--- config.mk ---
export PLATFORM = sky130hd
export DESIGN_NAME = alu_arbiter_flat
export DESIGN_NICKNAME = d
export VERILOG_FILES = /design/src/rtl/alu_arbiter_if.sv /design/src/rtl/alu_arbiter.sv /design/src/flat_wrapper.sv
export SDC_FILE = /design/constraint.sdc
export NUM_CORES = 1
export LEC_CHECK = 0
export CORE_MARGIN = 2
export CORE_UTILIZATION = 37
export DETAILED_ROUTE_END_ITERATION = 10
export PLACE_DENSITY = 0.9
export SYNTH_ARGS = -nofsm -noshare
export SYNTH_HDL_FRONTEND = slang
export SYNTH_SLANG_ARGS = --single-unit
--- constraint.sdc ---
create_clock -name CLK -period 2.2 [get_ports CLK]
set_input_delay 0.44 -clock CLK [delete_from_list [all_inputs] [get_ports CLK]]
set_output_delay 0.44 -clock CLK [all_outputs]
set_load 0.02 [all_outputs]
--- src/rtl/alu_arbiter_if.sv ---
// Request/response and ALU bus shared by two requesters and one ALU.
// slave: arbiter view; master: requester/ALU (bench) view.
interface alu_arbiter_if #(
  parameter int BITS  = 32,
  parameter int CBITS = 4
);
  logic             R0_VALID;
  logic [BITS-1:0]  R0_A;
  logic [BITS-1:0]  R0_B;
  logic [CBITS-1:0] R0_CTL;
  logic             R0_READY;
  logic             R0_RVALID;
  logic [BITS-1:0]  R0_RDATA;
  logic             R0_RREADY;

  logic             R1_VALID;
  logic [BITS-1:0]  R1_A;
  logic [BITS-1:0]  R1_B;
  logic [CBITS-1:0] R1_CTL;
  logic             R1_READY;
  logic             R1_RVALID;
  logic [BITS-1:0]  R1_RDATA;
  logic             R1_RREADY;

  logic [BITS-1:0]  ALU_A;
  logic [BITS-1:0]  ALU_B;
  logic [CBITS-1:0] ALU_CTL;
  logic [BITS-1:0]  ALU_OUT;

  modport slave (
    input  R0_VALID, R0_A, R0_B, R0_CTL, R0_RREADY,
    output R0_READY, R0_RVALID, R0_RDATA,
    input  R1_VALID, R1_A, R1_B, R1_CTL, R1_RREADY,
    output R1_READY, R1_RVALID, R1_RDATA,
    output ALU_A, ALU_B, ALU_CTL,
    input  ALU_OUT
  );

  modport master (
    output R0_VALID, R0_A, R0_B, R0_CTL, R0_RREADY,
    input  R0_READY, R0_RVALID, R0_RDATA,
    output R1_VALID, R1_A, R1_B, R1_CTL, R1_RREADY,
    input  R1_READY, R1_RVALID, R1_RDATA,
    input  ALU_A, ALU_B, ALU_CTL,
    output ALU_OUT
  );
endinterface

--- src/rtl/alu_arbiter.sv ---
// Two-requester arbiter in front of one combinational ALU.
// ALU_ARB_RR_EN selects round-robin; default is fixed R0 priority.
module alu_arbiter #(
  parameter int BITS  = 32,
  parameter int CBITS = 4
) (
  input  logic        CLK,
  input  logic        RESET_N,
  alu_arbiter_if.slave bus
);

  typedef enum logic [1:0] {
    IDLE = 2'd0,
    EXEC = 2'd1,
    RESP = 2'd2
  } state_t;

  state_t           state;
  state_t           state_n;
  logic             g0;
  logic             g1;
  logic             accept;
  logic             rsp_done;
  logic             tag;
  logic [BITS-1:0]  op_a;
  logic [BITS-1:0]  op_b;
  logic [CBITS-1:0] op_ctl;
  logic [BITS-1:0]  result;

`ifdef ALU_ARB_RR_EN
  logic last;

  // Winner selection: alternate when both ask.
  always_comb begin
    g0 = 1'b0;
    g1 = 1'b0;
    if (bus.R0_VALID && bus.R1_VALID) begin
      g0 = last;
      g1 = ~last;
    end else begin
      g0 = bus.R0_VALID;
      g1 = bus.R1_VALID;
    end
  end

  // Remember who won the latest accept.
  always_ff @(posedge CLK or negedge RESET_N) begin
    if (!RESET_N) begin
      last <= 1'b1;
    end else if (accept) begin
      last <= g1;
    end
  end
`else
  // Winner selection: R0 always first.
  always_comb begin
    g0 = bus.R0_VALID;
    g1 = ~bus.R0_VALID & bus.R1_VALID;
  end
`endif

  assign accept   = (state == IDLE) && (g0 || g1);
  assign rsp_done = tag ? bus.R1_RREADY : bus.R0_RREADY;

  // State register.
  always_ff @(posedge CLK or negedge RESET_N) begin
    if (!RESET_N) begin
      state <= IDLE;
    end else begin
      state <= state_n;
    end
  end

  // Next-state logic.
  always_comb begin
    state_n = state;
    unique case (state)
      IDLE:    if (accept) state_n = EXEC;
      EXEC:    state_n = RESP;
      RESP:    if (rsp_done) state_n = IDLE;
      default: state_n = IDLE;
    endcase
  end

  // Operand latch on accept, result capture after EXEC.
  always_ff @(posedge CLK or negedge RESET_N) begin
    if (!RESET_N) begin
      op_a   <= '0;
      op_b   <= '0;
      op_ctl <= '0;
      tag    <= 1'b0;
      result <= '0;
    end else begin
      if (accept) begin
        op_a   <= g1 ? bus.R1_A   : bus.R0_A;
        op_b   <= g1 ? bus.R1_B   : bus.R0_B;
        op_ctl <= g1 ? bus.R1_CTL : bus.R0_CTL;
        tag    <= g1;
      end
      if (state == EXEC) begin
        result <= bus.ALU_OUT;
      end
    end
  end

  assign bus.R0_READY  = (state == IDLE) & g0;
  assign bus.R1_READY  = (state == IDLE) & g1;
  assign bus.R0_RVALID = (state == RESP) & ~tag;
  assign bus.R1_RVALID = (state == RESP) & tag;
  assign bus.R0_RDATA  = result;
  assign bus.R1_RDATA  = result;
  assign bus.ALU_A     = op_a;
  assign bus.ALU_B     = op_b;
  assign bus.ALU_CTL   = op_ctl;

endmodule

--- src/flat_wrapper.sv ---
// flat-port wrapper written by rule: the top's interface ports become plain ports
module alu_arbiter_flat 
#(
  parameter int BITS  = 32,
  parameter int CBITS = 4
)
  (CLK, RESET_N, bus_R0_VALID, bus_R0_A, bus_R0_B, bus_R0_CTL, bus_R0_RREADY, bus_R0_READY, bus_R0_RVALID, bus_R0_RDATA, bus_R1_VALID, bus_R1_A, bus_R1_B, bus_R1_CTL, bus_R1_RREADY, bus_R1_READY, bus_R1_RVALID, bus_R1_RDATA, bus_ALU_A, bus_ALU_B, bus_ALU_CTL, bus_ALU_OUT);
  alu_arbiter_if #(.BITS(BITS), .CBITS(CBITS)) bus_i ();
  input  logic CLK;
  input  logic RESET_N;
  input wire logic [$bits(bus_i.R0_VALID)-1:0] bus_R0_VALID;
  input wire logic [$bits(bus_i.R0_A)-1:0] bus_R0_A;
  input wire logic [$bits(bus_i.R0_B)-1:0] bus_R0_B;
  input wire logic [$bits(bus_i.R0_CTL)-1:0] bus_R0_CTL;
  input wire logic [$bits(bus_i.R0_RREADY)-1:0] bus_R0_RREADY;
  output wire logic [$bits(bus_i.R0_READY)-1:0] bus_R0_READY;
  output wire logic [$bits(bus_i.R0_RVALID)-1:0] bus_R0_RVALID;
  output wire logic [$bits(bus_i.R0_RDATA)-1:0] bus_R0_RDATA;
  input wire logic [$bits(bus_i.R1_VALID)-1:0] bus_R1_VALID;
  input wire logic [$bits(bus_i.R1_A)-1:0] bus_R1_A;
  input wire logic [$bits(bus_i.R1_B)-1:0] bus_R1_B;
  input wire logic [$bits(bus_i.R1_CTL)-1:0] bus_R1_CTL;
  input wire logic [$bits(bus_i.R1_RREADY)-1:0] bus_R1_RREADY;
  output wire logic [$bits(bus_i.R1_READY)-1:0] bus_R1_READY;
  output wire logic [$bits(bus_i.R1_RVALID)-1:0] bus_R1_RVALID;
  output wire logic [$bits(bus_i.R1_RDATA)-1:0] bus_R1_RDATA;
  output wire logic [$bits(bus_i.ALU_A)-1:0] bus_ALU_A;
  output wire logic [$bits(bus_i.ALU_B)-1:0] bus_ALU_B;
  output wire logic [$bits(bus_i.ALU_CTL)-1:0] bus_ALU_CTL;
  input wire logic [$bits(bus_i.ALU_OUT)-1:0] bus_ALU_OUT;
  assign bus_i.R0_VALID = bus_R0_VALID;
  assign bus_i.R0_A = bus_R0_A;
  assign bus_i.R0_B = bus_R0_B;
  assign bus_i.R0_CTL = bus_R0_CTL;
  assign bus_i.R0_RREADY = bus_R0_RREADY;
  assign bus_R0_READY = bus_i.R0_READY;
  assign bus_R0_RVALID = bus_i.R0_RVALID;
  assign bus_R0_RDATA = bus_i.R0_RDATA;
  assign bus_i.R1_VALID = bus_R1_VALID;
  assign bus_i.R1_A = bus_R1_A;
  assign bus_i.R1_B = bus_R1_B;
  assign bus_i.R1_CTL = bus_R1_CTL;
  assign bus_i.R1_RREADY = bus_R1_RREADY;
  assign bus_R1_READY = bus_i.R1_READY;
  assign bus_R1_RVALID = bus_i.R1_RVALID;
  assign bus_R1_RDATA = bus_i.R1_RDATA;
  assign bus_ALU_A = bus_i.ALU_A;
  assign bus_ALU_B = bus_i.ALU_B;
  assign bus_ALU_CTL = bus_i.ALU_CTL;
  assign bus_i.ALU_OUT = bus_ALU_OUT;
  alu_arbiter #(.BITS(BITS), .CBITS(CBITS)) u_core (.CLK(CLK), .RESET_N(RESET_N), .bus(bus_i));
endmodule
==> run summary <==
CP Capture Type: output port
Worst slew pin tran: 0.431 ns
Post-Syn Area: 0.00498 mm²
Starting Density: 37.7%
Yosys cell types: 15
Vias per Instance: 4.65
Syn_area_per_cell: 14.8 µm²
WHS: 0.507 ns
Period utilization: 96.2%
Peak supply drop: 0.950 mV
Die footprint: 0.0144 mm²
Power Dens Cells: 1430 mW/mm²
Final ANT Viol Nets: 0
# fillers: 945
Pint: 7.73 mW
Setup Viol. Count Final: 0
CP peak stage delay: 0.61 ns
Synth Net Count: 511
Ys Warns: 0
Skew-Pair Late Insertion Delay: 0.34 ns
CTS root buf: clkbuf_16
PortBufs: 309
Die X: 120 µm
Worst Skew: 0.00621 ns
Crit path DAT: 1.68 ns
Total Wirelength: 14.0 mm
Cts bufs inserted: 9
CP startpoint kind: flop
Overall routing resource usage: 19.3%
H-tree level count: 3
CTS tree: yes
Pre-CTS WS: -0.123 ns
Clk sinks: 103
Net Sw Power: 4.35 mW
Largest net degree at the start of global routing: 53
Total power: 12.1 mW
Reg clk slew, reported paths: 0.06 ns
Cell accounting for the most synthesized area: dfrtp_1
Routed length per instance: 17.4 µm
Static Leak: 3.49 nW
Initial DRT Pass Iterations: 4
Ports: 310
Crit-path cells: nand2b_1 > nor2_1 > clkdlybuf4s50_1
Slew Viols, Final: 0
Share of cells above drive strength 1: 32.4%
Max-cap violations: 0
P&R area growth vs syn: 70.1%
Status: finished clean
Core Area: 0.0132 mm²
GPL Wtd Cong: 0.764
HPWL Detailed: 11.0 mm
Row count: 42
Post-Syn Instances: 337
Global-route wire length before repair: 21.5 mm
Most frequent cells in the layout: clkdlybuf4s50_1, mux2_2, dfrtp_1
Drt drc: 0
Worst Path Required: 1.76 ns
RSZ-0062 raised after global routing: false
Nets: 796
Most common cell after layout, fill and taps aside: clkdlybuf4s50_1
Max clock buf depth: 2
Clock power frac: 14.8%
Achievable frequency: 472 MHz
Vias in the first global route: 4103
Die Y: 120 µm
Sequential Power Share: 29.3%
CP max FO: 4
Crit Path Class: reg -> out
CP max-delay cell: clkdlybuf4s50_1
Grt ovf: 0
Iteration-0 DRC Markers: 57
Worst setup margin: 0.0835 ns
Period minus WS final: 2.12 ns
Top post-synthesis cells by area: dfrtp_1, mux2_2, mux2_4
Initial antenna violation count: 1
Register area share after synthesis: 51.8%
Worst-case headroom to the max-slew limit: 71.3%
Final Hold Fails: 0
Logic pwr share: 56.0%
Hold WC Path Type: reg -> reg
Post-CTS Setup Bufs: 0
Synth top area share: 51.8%
Sw frac: 36.0%
Via count: 3737
Seq cells post-synth: 103
==> per-stage QoR <==
| stage | util, % | cell area (µm²) | TNS, ns | instances |
|---|---|---|---|---|
| final | 64.2 | 8470 | 0 | 804 |
| after global routing | 64.2 | 8470 | 0 | 804 |
| after CTS | 64.2 | 8460 | 0 | 803 |
| after detailed placement | 61.5 | 8110 | -0.449 | 786 |
| after global placement | 61.5 | 8110 | -0.0602 | 786 |
| after floorplan | - | 4980 | 0 | 337 |
==> synthesized netlist by cell type (all sizes together) <==
cell / number
mux2: 169
o21ai: 1
buf: 51
nand2b: 3
and2: 1
dfrtp: 103
a21oi: 1
inv: 1
o21a: 1
nor3: 1
nor2: 4
clkbuf: 1
==> power by group through the flow <==
| stage | Combinational, mW | Clock [mW] | Sequential, mW |
|---|---|---|---|
| after CTS | 6.84 | 1.83 | 3.55 |
| after floorplan | 2.71 | 0 | 4.62 |
| final | 6.76 | 1.78 | 3.53 |
| after global routing | 7.06 | 1.91 | 3.67 |
| after detailed placement | 6.82 | 0 | 3.56 |
| after global placement | 6.66 | 0 | 3.48 |
==> repair_timing <==
action,CTS,global route
setup endpoints to repair,2,1
resized for setup,2,1
hold buffers,1,0
endpoints found under the hold margin,22,0
pin swaps,0,0
==> area by class of cell <==
type | count | area (µm²) | area share, %
Timing Repair Buffer | 326 | 3270 | 38.6
Sequential cell | 103 | 2580 | 30.4
Multi-Input combinational cell | 181 | 2050 | 24.2
Clock buffer | 14 | 284 | 3.35
Tap cell | 176 | 220 | 2.60
Clock inverter | 2 | 60.1 | 0.709
Inverter | 1 | 3.75 | 0.0443
Antenna cell | 1 | 2.50 | 0.0296
==> routing by layer <==
layer | vias to the layer above | part of all wire, % | routed length [µm] | track usage (%)
met5 | - | 0 | 0 | 0
met2 | 173 | 54 | 7490 | 36.3
met1 | 1824 | 36 | 5070 | 20.3
met3 | 19 | 7.7 | 1080 | 5.04
li1 | 1721 | - | - | -
met4 | 0 | 2.2 | 312 | 7.72
==> critical path: cells and delay by family, from the launching register on <==
kind                   cells  cell delay (ns)
buffers and inverters      1             0.61
DFF                        1             0.41
and+or+nand+nor            2             0.31
==> logic make-up after synthesis <==
group | after synthesis | share of synthesized area (%)
buffers and inverters | 53 | 7.37
and+or+nand+nor | 9 | 0.905
muxes | 169 | 39.6
DFF | 103 | 51.8
AOI/OAI and AO/OA | 3 | 0.352
==> sequential cells by signal, summed over array words and instances, names as in the netlist <==
name and count:
u_core.bus.ALU_CTL 4, u_core.bus.ALU_B 32, u_core.bus.R0_RDATA 32, u_core.bus.ALU_A 32
u_core.state 2, u_core.tag 1
==> path summary, 6_finish.rpt <==
| kind | start | end | slack (ns) | cells past startpoint |
|---|---|---|---|---|
| hold reg to reg | u_core.bus.ALU_B[21] | u_core.bus.ALU_B[21] | 0.51 | 1 |
| setup reg to reg | u_core.state[1] | u_core.bus.ALU_A[26] | 0.57 | 4 |
| max in group asynchronous | RESET_N | u_core.bus.ALU_B[22] | 0.97 | 3 |
| min in group asynchronous | RESET_N | u_core.bus.ALU_A[23] | 0.54 | 2 |
| setup / recovery | u_core.state[0] | bus_R0_RVALID | 0.08 | 3 |
| hold / removal | u_core.bus.ALU_B[21] | u_core.bus.ALU_B[21] | 0.51 | 1 |
(Power assumes the default switching activity.)
